## src/rtl/irq_ctrl_pkg.sv

```systemverilog
// Shared constants for the interrupt controller: register map, FSM encoding, CAUSE layout.
package irq_ctrl_pkg;

   localparam int unsigned N_SRC_DEF = 8;
   localparam int unsigned ID_W_DEF  = 3;

   localparam logic [1:0] IRQ_REG_MASK  = 2'd0;
   localparam logic [1:0] IRQ_REG_PEND  = 2'd1;
   localparam logic [1:0] IRQ_REG_CAUSE = 2'd2;
   localparam logic [1:0] IRQ_REG_RSVD  = 2'd3;

   typedef enum logic [1:0] {
      IRQ_IDLE = 2'd0,
      IRQ_REQ  = 2'd1,
      IRQ_SVC  = 2'd2
   } irq_state_e;

   localparam int unsigned CAUSE_BUSY_BIT  = 31;
   localparam int unsigned CAUSE_VALID_BIT = 8;

endpackage

```

## src/rtl/irq_ctrl_if.sv

```systemverilog
// Source lines, config bus and CP0 handshake of the interrupt controller.
interface irq_ctrl_if
   import irq_ctrl_pkg::*;
#(
   parameter int unsigned N_SRC = N_SRC_DEF,
   parameter int unsigned ID_W  = ID_W_DEF
);
   logic [N_SRC-1:0] irq_src;
   logic             cfg_we;
   logic [1:0]       cfg_addr;
   logic [31:0]      cfg_wdata;
   logic [31:0]      cfg_rdata;
   logic             irq_out;
   logic [ID_W-1:0]  irq_id;
   logic             irq_ack;
   logic             eret;

   modport master (
      output irq_src, cfg_we, cfg_addr, cfg_wdata, irq_ack, eret,
      input  cfg_rdata, irq_out, irq_id
   );

   modport slave (
      input  irq_src, cfg_we, cfg_addr, cfg_wdata, irq_ack, eret,
      output cfg_rdata, irq_out, irq_id
   );
endinterface

```

## src/rtl/irq_prio_enc.sv

```systemverilog
// Fixed-priority encoder: lowest set index wins; o_any flags a non-zero vector.
module irq_prio_enc
   import irq_ctrl_pkg::*;
#(
   parameter int unsigned N_SRC = N_SRC_DEF,
   parameter int unsigned ID_W  = ID_W_DEF
) (
   input  logic [N_SRC-1:0] i_vec,
   output logic [ID_W-1:0]  o_id,
   output logic             o_any
);

   always_comb begin
      o_id  = '0;
      o_any = |i_vec;
      // Scan downwards so the lowest set index is the last assignment.
      for (int i = N_SRC - 1; i >= 0; i--) begin
         if (i_vec[i]) begin
            o_id = ID_W'(i);
         end
      end
   end

endmodule

```

## src/rtl/irq_ctrl.sv

```systemverilog
// Edge-latching, maskable, fixed-priority interrupt controller with auto-EOI on ERET.
module irq_ctrl
   import irq_ctrl_pkg::*;
#(
   parameter int unsigned N_SRC = N_SRC_DEF,
   parameter int unsigned ID_W  = ID_W_DEF
) (
   input logic       clk,
   input logic       rst,
   irq_ctrl_if.slave io_bus
);

   logic [N_SRC-1:0] r_src_d;
   logic [N_SRC-1:0] r_mask;
   logic [N_SRC-1:0] r_pend;
   irq_state_e       r_state;
   logic [ID_W-1:0]  r_irq_id;
   logic             r_irq_out;

   logic [N_SRC-1:0] w_edge;
   logic [N_SRC-1:0] w_eligible;
   logic [N_SRC-1:0] w_mask_d;
   logic [N_SRC-1:0] w_pend_d;
   logic [N_SRC-1:0] w_elig_next;
   logic             w_wr_mask;
   logic             w_wr_pend;
   logic             w_eoi;
   logic [ID_W-1:0]  w_win_id;
   logic             w_any;
   irq_state_e       w_state_d;
   logic [ID_W-1:0]  w_id_d;
   logic [31:0]      w_cause;

   assign w_edge     = io_bus.irq_src & ~r_src_d;
   assign w_eligible = r_pend & r_mask;
   assign w_wr_mask  = io_bus.cfg_we && (io_bus.cfg_addr == IRQ_REG_MASK);
   assign w_wr_pend  = io_bus.cfg_we && (io_bus.cfg_addr == IRQ_REG_PEND);
   assign w_eoi      = (r_state == IRQ_SVC) && io_bus.eret;

   irq_prio_enc #(
      .N_SRC (N_SRC),
      .ID_W  (ID_W)
   ) u_prio_enc (
      .i_vec (w_eligible),
      .o_id  (w_win_id),
      .o_any (w_any)
   );

   always_comb begin
      w_mask_d = r_mask;
      if (w_wr_mask) begin
         w_mask_d = io_bus.cfg_wdata[N_SRC-1:0];
      end
   end

   // Clears (W1C, auto-EOI) are applied first so that a same-cycle edge wins.
   always_comb begin
      w_pend_d = r_pend;
      if (w_wr_pend) begin
         w_pend_d = w_pend_d & ~io_bus.cfg_wdata[N_SRC-1:0];
      end
      if (w_eoi) begin
         w_pend_d[r_irq_id] = 1'b0;
      end
      w_pend_d = w_pend_d | w_edge;
   end

   assign w_elig_next = w_pend_d & w_mask_d;

   always_comb begin
      w_state_d = r_state;
      w_id_d    = r_irq_id;
      case (r_state)
         IRQ_IDLE: begin
            if (w_any) begin
               w_state_d = IRQ_REQ;
               w_id_d    = w_win_id;
            end
         end
         IRQ_REQ: begin
            if (io_bus.irq_ack) begin
               w_state_d = IRQ_SVC;
            end else if (!w_elig_next[r_irq_id]) begin
               w_state_d = IRQ_IDLE;
            end
         end
         IRQ_SVC: begin
            if (io_bus.eret) begin
               w_state_d = IRQ_IDLE;
            end
         end
         default: w_state_d = IRQ_IDLE;
      endcase
   end

   always_ff @(posedge clk) begin
      if (rst) begin
         r_src_d   <= '0;
         r_mask    <= '0;
         r_pend    <= '0;
         r_state   <= IRQ_IDLE;
         r_irq_id  <= '0;
         r_irq_out <= 1'b0;
      end else begin
         r_src_d   <= io_bus.irq_src;
         r_mask    <= w_mask_d;
         r_pend    <= w_pend_d;
         r_state   <= w_state_d;
         r_irq_id  <= w_id_d;
         r_irq_out <= (w_state_d == IRQ_REQ);
      end
   end

   always_comb begin
      w_cause                  = '0;
      w_cause[CAUSE_BUSY_BIT]  = (r_state != IRQ_IDLE);
      w_cause[CAUSE_VALID_BIT] = (r_state == IRQ_REQ) || (r_state == IRQ_SVC);
      w_cause[ID_W-1:0]        = r_irq_id;
   end

   always_comb begin
      io_bus.cfg_rdata = '0;
      case (io_bus.cfg_addr)
         IRQ_REG_MASK:  io_bus.cfg_rdata = 32'(r_mask);
         IRQ_REG_PEND:  io_bus.cfg_rdata = 32'(r_pend);
         IRQ_REG_CAUSE: io_bus.cfg_rdata = w_cause;
         IRQ_REG_RSVD:  io_bus.cfg_rdata = '0;
         default:       io_bus.cfg_rdata = '0;
      endcase
   end

   assign io_bus.irq_out = r_irq_out;
   assign io_bus.irq_id  = r_irq_id;

endmodule
```

## src/flat_wrapper.sv

```systemverilog
// flat-port wrapper written by rule: the top's interface ports become plain ports
module irq_ctrl_flat import irq_ctrl_pkg::*;
#(
   parameter int unsigned N_SRC = N_SRC_DEF,
   parameter int unsigned ID_W  = ID_W_DEF
)
  (clk, rst, io_bus_irq_src, io_bus_cfg_we, io_bus_cfg_addr, io_bus_cfg_wdata, io_bus_irq_ack, io_bus_eret, io_bus_cfg_rdata, io_bus_irq_out, io_bus_irq_id);
  irq_ctrl_if #(.N_SRC(N_SRC), .ID_W(ID_W)) io_bus_i ();
  input logic clk;
  input logic rst;
  input wire logic [$bits(io_bus_i.irq_src)-1:0] io_bus_irq_src;
  input wire logic [$bits(io_bus_i.cfg_we)-1:0] io_bus_cfg_we;
  input wire logic [$bits(io_bus_i.cfg_addr)-1:0] io_bus_cfg_addr;
  input wire logic [$bits(io_bus_i.cfg_wdata)-1:0] io_bus_cfg_wdata;
  input wire logic [$bits(io_bus_i.irq_ack)-1:0] io_bus_irq_ack;
  input wire logic [$bits(io_bus_i.eret)-1:0] io_bus_eret;
  output wire logic [$bits(io_bus_i.cfg_rdata)-1:0] io_bus_cfg_rdata;
  output wire logic [$bits(io_bus_i.irq_out)-1:0] io_bus_irq_out;
  output wire logic [$bits(io_bus_i.irq_id)-1:0] io_bus_irq_id;
  assign io_bus_i.irq_src = io_bus_irq_src;
  assign io_bus_i.cfg_we = io_bus_cfg_we;
  assign io_bus_i.cfg_addr = io_bus_cfg_addr;
  assign io_bus_i.cfg_wdata = io_bus_cfg_wdata;
  assign io_bus_i.irq_ack = io_bus_irq_ack;
  assign io_bus_i.eret = io_bus_eret;
  assign io_bus_cfg_rdata = io_bus_i.cfg_rdata;
  assign io_bus_irq_out = io_bus_i.irq_out;
  assign io_bus_irq_id = io_bus_i.irq_id;
  irq_ctrl #(.N_SRC(N_SRC), .ID_W(ID_W)) u_core (.clk(clk), .rst(rst), .io_bus(io_bus_i));
endmodule
```

## config.mk

```make
export PLATFORM = sky130hd
export DESIGN_NAME = irq_ctrl_flat
export DESIGN_NICKNAME = d
export VERILOG_FILES = /design/src/rtl/irq_ctrl_pkg.sv /design/src/rtl/irq_ctrl_if.sv /design/src/rtl/irq_prio_enc.sv /design/src/rtl/irq_ctrl.sv /design/src/flat_wrapper.sv
export SDC_FILE = /design/constraint.sdc
export NUM_CORES = 1
export LEC_CHECK = 0
export CAP_MARGIN = 10
export CORE_ASPECT_RATIO = 1.2
export CORE_UTILIZATION = 40
export CTS_BUF_LIST = sky130_fd_sc_hd__clkbuf_16
export CTS_CLUSTER_SIZE = 16
export DETAILED_ROUTE_END_ITERATION = 7
export PLACE_DENSITY = 0.88
export SETUP_SLACK_MARGIN = 0.05
export SLEW_MARGIN = 5
export SYNTH_ARGS = -nofsm -noshare
export SYNTH_HDL_FRONTEND = slang
export SYNTH_SLANG_ARGS = --single-unit
```

## constraint.sdc

```tcl
create_clock -name clk -period 5.2 [get_ports clk]
set_input_delay 1.04 -clock clk [delete_from_list [all_inputs] [get_ports clk]]
set_output_delay 1.04 -clock clk [all_outputs]
set_load 0.1 [all_outputs]
```

# Word-level counts from Yosys, hierarchy flattened
# Cells that the tools add are included.
[classes]
addsub = 0
multipliers = 0
div_mod_pow = 0
magnitude_cmp = 2
n_eq_ne = 6
shift = 0
mux = 21
n_bitwise = 9
reduce_logical = 10
[op_table]
columns = ["operator", "count"]
rows = [
  ["32-bit one-hot mux with 4 select lines", 1],
  ["8-bit AND", 5],
  ["3-bit 2-to-1 mux", 8],
  ["8-bit 2-to-1 mux", 3],
  ["8-bit inverter", 3],
  ["2-bit 2-to-1 mux", 4],
  ["8-bit bitwise OR", 1],
  ["8-bit OR reduction", 1],
  ["2-bit by 1-bit == test with 1-bit output (second input constant)", 3],
  ["2-bit == test (second input constant)", 3],
  ["2-bit one-hot mux with 3 select lines", 1],
  ["1-bit logical AND", 4],
  ["2-bit zero test", 2],
  ["3-bit by 4-bit less-than comparator with 1-bit output (second input constant)", 1],
  ["1-bit binary-select mux with 3-bit select", 1],
  ["1-bit demux with 3-bit select", 1],
  ["3-bit by 1-bit >= comparator with 1-bit output (second input constant)", 1],
  ["1-bit 2-to-1 mux", 2],
  ["2-bit AND reduction", 1],
  ["2-bit nonzero test", 1],
  ["1-bit logical OR", 1],
]
[totals]
regBits = 30
latchBits = 0
ram_bits = 0
rom_bits = 0
input_bits = 47
out_inout_bits = 36
elab_cells = 54
mem_count = 0

# Depth between registers and ports, before layout
# Gate-level depths: netlist of run 1.
[depth]
ltp_word = 15
mapped_depth = 8

# Cells and area by module
# From an unflattened synthesis of run 1, not the netlist that was laid out.
[unflattened]
hier_cells = 228
hier_area_um2 = 1908.1
[modules_own_cells]
columns = ["module", "instances", "cells_per_inst", "area_per_inst_um2", "seq_area_each_um2"]
rows = [
  ["irq_ctrl", 1, 215, 1826.8, 600.6],
  ["irq_prio_enc", 1, 13, 81.3, 0.0],
]

# Worst setup path before layout of run 1
# Ideal clock, no wire load.
[synth_path]
kind = "input-to-output"
startpoint = "input port io_bus_cfg_addr[0]"
endpoint = "output port io_bus_cfg_rdata[0]"
arrival_ps = 3680
t_required_ps = 4160
setup_slack_ps = 480
stages = 4
path_buffers = 2
path_cell_list = "buf_2 buf_2 mux2i_1 o21ai_0"
[synth_via]
elab_chain_len = 2
elab_cells_between_ends = 5
[synth_rtl]
columns = ["item", "line", "source"]
rows = [
  ["start, declared", "flat_wrapper.sv:13", "input wire logic [$bits(io_bus_i.cfg_addr)-1:0] io_bus_cfg_addr;"],
  ["2-bit == test (tied with other cells)", "irq_ctrl.sv:123", "case (io_bus.cfg_addr)"],
  ["32-bit one-hot mux with 4 select lines (*)", "irq_ctrl.sv:123", ""],
  ["end, declared", "flat_wrapper.sv:17", "output wire logic [$bits(io_bus_i.cfg_rdata)-1:0] io_bus_cfg_rdata;"],
]
# Mark *: on every way between the ends. The rest lies on a longest branch, timed or not. The select of a mux whose other input is x is not followed.

# Worst setup path after layout of run 1
[layout_path]
startpoint = "input port io_bus_cfg_addr[1]"
endpoint = "output port io_bus_cfg_rdata[1]"
# Same word-level chain as after synthesis.

==> summary.txt, run 1 <==
final setup vio count -> 0
Post-CTS Hold Fix Bufs -> 0
Die X-Extent -> 64.2 µm
Via density -> 5.45
NetSw -> 0.272 mW
CTS HTree Levels -> 2
Synth area leaders -> dfxtp_1 32%, buf_4 9.3%, mux2i_1 7.5%
hpwl dp -> 3230 µm
RSZ-0062 raised after global routing -> no
HP Start -> u_core.r_src_d[0]
setup skew after layout -> 6.77 ps
CP startpoint kind -> input pin
routed length per placed instance -> 14.4 µm
R2R Path Start -> u_core.r_state[0]
root buffer cell -> clkbuf_16
R2R Path End -> u_core.r_state[1]
Final Hold Viols -> 0
Max clock buf depth -> 2
post-CTS setup buffer count -> 0
Vias -> 1685
Reg power frac -> 35.0%
power per cell area -> 326 nW/µm²
Worst R2R Path Depth -> 8
internal power -> 0.468 mW
synthesis-to-finish area growth -> 22.2%
count of cell types in the netlist -> 46
most numerous cell in the Yosys netlist -> dfxtp_1
DRT iter0 DRCs -> 129
Comb pwr share -> 28.4%
share of cells above drive strength 1 -> 9.88%
GP Congestion -> 0.901
most instantiated cells after synthesis -> 30 x dfxtp_1, 23 x buf_4, 20 x nor2_1, 14 x mux2i_1, 14 x nor2b_1
CORE AREA -> 4360 µm²
Boundary Pins -> 83
Initial Util -> 42.6%
# rows -> 26
Post-synth EDFFs -> 0
Crit-path slowest cell -> clkdlybuf4s50_1
Final Core Density -> 52.1%
antenna violations before repair -> 0
switch share -> 36.7%
clock latency on the worst-skew pair -> 280 ps
WP data required -> 4160 ps
number of port buffers -> 36
CP Capture Type -> output pin
largest net degree at the start of global routing -> 29
Synth area leader -> dfxtp_1
DRC errors left -> 0
peak supply drop -> 0.206 mV
critical path, cell by cell -> clkdlybuf4s50_1, nor2b_1, nand2_1, o21ai_0, buf_4
Fmax achieved -> 252 MHz
clk slew on worst S/H paths -> 50 ps
Hold Crit Depth -> 3
post-synth top area share -> 32.3%
die height -> 76.6 µm
max-slew violation count -> 0
ANT cells -> 0
worst hold endpoint -> u_core.r_pend[0]
Total GRT Usage -> 19.2%
die area -> 4920 µm²
post-synthesis sequential area ratio -> 32.3%
Critical Path Max Stage Delay -> 860 ps
max-cap violation count -> 0
crit-path max FO -> 18
ys async rst share -> 0%
flops & latches, synth -> 30
synthesized area -> 1860 µm²
GRT overflow -> 0
crit path DAT -> 2940 ps
Post-CTS Resized -> 0
Post-DRT Antenna Nets -> 0
Crit Path Category -> in -> out
Avg Cell Area, Syn -> 8.52 µm²
DRT Wirelength -> 4440 µm
fin crit period -> 3980 ps
R2R setup slack -> 2880 ps
Cells after Synth -> 218
LEAKAGE -> 0.897 nW
CTS buffer count -> 5
Main synth FF type -> dfxtp_1
Least-Margin Pin Slew -> 963 ps
Fill cells -> 440
Clk pwr share -> 36.6%
Post-layout nets -> 303
setup TNS -> 0 ps
drt pass-1 iters -> 4
Ys Warns -> 0
TritonCTS clock tree -> done
vias in the first global route -> 1617
Slew HR -> 35.6%
status -> finished clean
Hold Crit Class -> reg -> reg
first-pass GRT wire length -> 7270 µm
TritonCTS Sinks -> 30
Setup crit start -> io_bus_cfg_addr[1]
Final Cycle Share -> 76.4%
-- per-layer routing --
layer	track usage (%)	vias to the layer above	wire (µm)
met5	0	-	0
met4	12.2	0	135
met3	5.24	13	271
met2	31.9	73	2180
met1	21.3	795	1860
li1	-	804	-
-- final cells by class --
type	count	area [µm²]	share of cell area, %
clock buffers	5	125	5.51
clock inverters	3	12.5	0.551
inverters	9	33.8	1.49
multi-input cells	168	1080	47.5
flip-flops and latches	30	601	26.5
well taps	56	70.1	3.09
repair buffers	38	350	15.4
-- cells in the final DEF, fill, tap and decap left out, drive strengths merged, types with 2 or more instances in the layout --
master	synthesis	routed
dfxtp	30	30
clkdlybuf4s50	0	26
conb	1	22
nor2	20	20
mux2i	15	15
nor2b	14	14
nand2	13	13
buf	28	12
inv	9	10
a21oi	8	8
nand4b	8	8
o21ai	6	6
a31oi	6	6
a22oi	5	5
clkbuf	4	5
nand2b	4	4
nand3	4	4
ha	4	4
a211oi	4	4
a22o	3	3
nand3b	3	3
nor3	3	3
o211ai	3	3
or2	3	3
and2	2	2
nand4	2	2
o311ai	2	2
clkinv	0	2
-- power by group through the flow --
stage          registers, mW  clock network, mW  logic [mW]
2_1_floorplan          0.273                  0       0.167
3_3_place_gp           0.262                  0       0.206
3_5_place_dp           0.263                  0       0.209
4_1_cts                0.258              0.277       0.209
5_1_grt                0.260              0.287       0.220
6_report               0.259              0.271       0.210
-- how the worst max path moves through the flow --
stage	end	slack [ps]
floorplan	io_bus_cfg_rdata[0]	480
global placement	io_bus_cfg_rdata[1]	1280
detailed placement	io_bus_cfg_rdata[1]	1260
CTS	io_bus_cfg_rdata[1]	1270
global route	io_bus_cfg_rdata[2]	1120
finish	io_bus_cfg_rdata[1]	1220
-- per-stage QoR --
stage | area [µm²] | std cells | power [mW] | hold WS (ps) | setup slack [ps]
floorplan | 1940 | 239 | 0.440 | 472 | 480
global placement | 2130 | 301 | 0.468 | 491 | 1280
detailed placement | 2130 | 301 | 0.472 | 499 | 1260
CTS | 2270 | 309 | 0.744 | 508 | 1270
global route | 2270 | 309 | 0.768 | 539 | 1120
finish | 2270 | 309 | 0.740 | 505 | 1220
-- registers in the layout, summed over array words and instances (netlist names) --
| name | cells |
|---|---|
| u_core.io_bus.irq_id | 3 |
| u_core.io_bus.irq_out | 1 |
| u_core.r_mask | 8 |
| u_core.r_src_d | 8 |
| u_core.r_pend | 8 |
| u_core.r_state | 2 |
-- logic make-up (layout without fill, tap and decap cells) --
family | count (synthesis) | in the layout | synth area share, %
adder cells (fa/ha/maj) | 4 | 4 | 2.70
AND/OR/NAND/NOR | 79 | 79 | 24.0
other | 1 | 22 | 0.202
multiplexers | 16 | 16 | 8.89
AO/OA/AOI/OAI | 47 | 47 | 18.0
flip-flops | 30 | 30 | 32.3
buffers and inverters | 41 | 55 | 13.9
-- critical path, delay by kind of cell --
family                 cells  cell delay (ps)
buffers and inverters      2             1220
and+or+nand+nor            2              530
AOI/OAI and AO/OA          1              140
Note: power is estimated with default switching activity, not from simulation.
==> run 2, diff against run 1 <==
==> constraint.sdc (replaced) <==
create_clock -name clk -period 3.7 [get_ports clk]
set_input_delay 0.74 -clock clk [delete_from_list [all_inputs] [get_ports clk]]
set_output_delay 0.74 -clock clk [all_outputs]
set_load 0.1 [all_outputs]
==> summary.txt, run 2 (synthesis gave the netlist of run 1 again) <==
Fmax achieved -> 321 MHz
# rows -> 26
Post-CTS Hold Fix Bufs -> 0
CTS buffer count -> 5
commonest non-fill, non-tap cell in the layout -> dfxtp_1
die height -> 76.6 µm
fin crit period -> 3120 ps
Initial Util -> 42.6%
GRT overflow -> 0
Post-DRT Antenna Nets -> 0
Crit path buffers/inverters -> 3
status -> finished clean
first-pass GRT wire length -> 7300 µm
root buffer cell -> clkbuf_16
Post-layout nets -> 306
critical path, cell by cell -> clkdlybuf4s50_1, buf_4, nor2b_1, nand2_1, o21ai_1, buf_12
crit-path max FO -> 17
DRT iter0 DRCs -> 110
setup ws final -> 582 ps
DRT Wirelength -> 4460 µm
biggest regs -> u_core.r_mask (8), u_core.r_pend (8), u_core.r_src_d (8)
CTS HTree Levels -> 2
drt pass-1 iters -> 4
clk slew on worst S/H paths -> 50 ps
Die X-Extent -> 64.2 µm
die area -> 4920 µm²
hpwl dp -> 3230 µm
Final Hold Viols -> 0
Final Core Density -> 55.3%
share of cells above drive strength 1 -> 11.7%
Crit Path Category -> in -> out
Slew HR -> 35.7%
RSZ-0062 raised after global routing -> no
Post-CTS Resized -> 0
final setup vio count -> 0
DRC errors left -> 0
most frequent cells in the layout -> 30 x dfxtp_1, 24 x clkdlybuf4s50_1, 22 x conb_1
Via density -> 5.35
ANT cells -> 0
power per cell area -> 437 nW/µm²
max-cap violation count -> 0
GP Congestion -> 0.923
setup TNS -> 0 ps
WP data required -> 2960 ps
vias in the first global route -> 1573
NetSw -> 0.381 mW
TritonCTS Sinks -> 30
Vias -> 1668
Comb pwr share -> 29.6%
Total GRT Usage -> 19.5%
Total Power -> 1.05 mW
crit path DAT -> 2380 ps
CP startpoint kind -> input pin
setup skew after layout -> 6.84 ps
Setup crit start -> io_bus_cfg_addr[1]
synthesis-to-finish area growth -> 29.9%
largest net degree at the start of global routing -> 29
CORE AREA -> 4360 µm²
R2R Path Start -> u_core.r_state[0]
Hold Crit Class -> reg -> reg
Clk pwr share -> 35.8%
peak supply drop -> 0.251 mV
CP Capture Type -> output pin
Final Cycle Share -> 84.3%
Worst R2R Path Depth -> 8
R2R setup slack -> 1410 ps
Critical Path Max Stage Delay -> 530 ps
Worst path top cell family by delay -> buffers and inverters
Crit-path slowest cell -> clkdlybuf4s50_1
Placement Setup Slack -> 595 ps
Worst Setup EP -> io_bus_cfg_rdata[1]
instance count on the critical path -> 6
post-CTS setup buffer count -> 0
TritonCTS clock tree -> done
routed length per placed instance -> 14.3 µm
switch share -> 36.2%
antenna violations before repair -> 0
max-slew violation count -> 0
Max clock buf depth -> 2
clock latency on the worst-skew pair -> 280 ps
Reg power frac -> 34.6%
number of port buffers -> 36
LEAKAGE -> 0.945 nW
Boundary Pins -> 83
internal power -> 0.672 mW
R2R Path End -> u_core.r_state[1]
Least-Margin Pin Slew -> 962 ps
## run 2: worst register-to-register path: stages (launching register included)
cell and delay, ps:
dfxtp_1 340, inv_1 120, ha_1 220, nand3b_1 290
a31oi_1 260, nor3_1 80, or3_1 430, and4bb_1 260
o21a_1 170
## run 2: routing by layer
metal,vias up,part of all wire (%),track usage (%)
met5,-,0,0
met4,0,3.2,12.0
met3,15,7.0,5.69
met2,84,50,32.1
met1,761,40,21.7
li1,808,-,-
## run 2: area by class of cell
cell class / count / area (µm²)
Clock buffer: 5 / 125
Clock inverter: 3 / 12.5
Fill cell: 406 / 1950
Inverter: 9 / 33.8
Multi-Input combinational cell: 168 / 1080
Sequential cell: 30 / 601
Tap cell: 56 / 70.1
Timing Repair Buffer: 41 / 493
## run 2: worst min-delay path by stage
stage,cells after the start,endpoint,slack (ps),startpoint
6_report,3,u_core.r_pend[0],510,u_core.r_src_d[0]
4_1_cts,3,u_core.r_pend[0],510,u_core.r_src_d[0]
3_3_place_gp,3,u_core.r_pend[0],490,u_core.r_src_d[0]
3_5_place_dp,3,u_core.r_pend[0],500,u_core.r_src_d[0]
5_1_grt,2,u_core.r_pend[7],540,u_core.r_src_d[7]
2_1_floorplan,3,u_core.r_pend[0],470,u_core.r_src_d[0]
## run 2: power groups by stage
stage | registers [mW] | logic (mW) | clock network (mW)
after floorplan | 0.384 | 0.235 | 0
after global placement | 0.368 | 0.308 | 0
after detailed placement | 0.370 | 0.311 | 0
after CTS | 0.364 | 0.312 | 0.383
after global routing | 0.366 | 0.327 | 0.396
final | 0.365 | 0.312 | 0.377
## run 2: metrics by stage
step                      cell area, µm²  instances  hold slack (ps)
final                               2410        312              514
after detailed placement            2270        304              503
after floorplan                     1940        239              472
after global routing                2410        312              538
after CTS                           2410        312              513
after global placement              2270        304              494
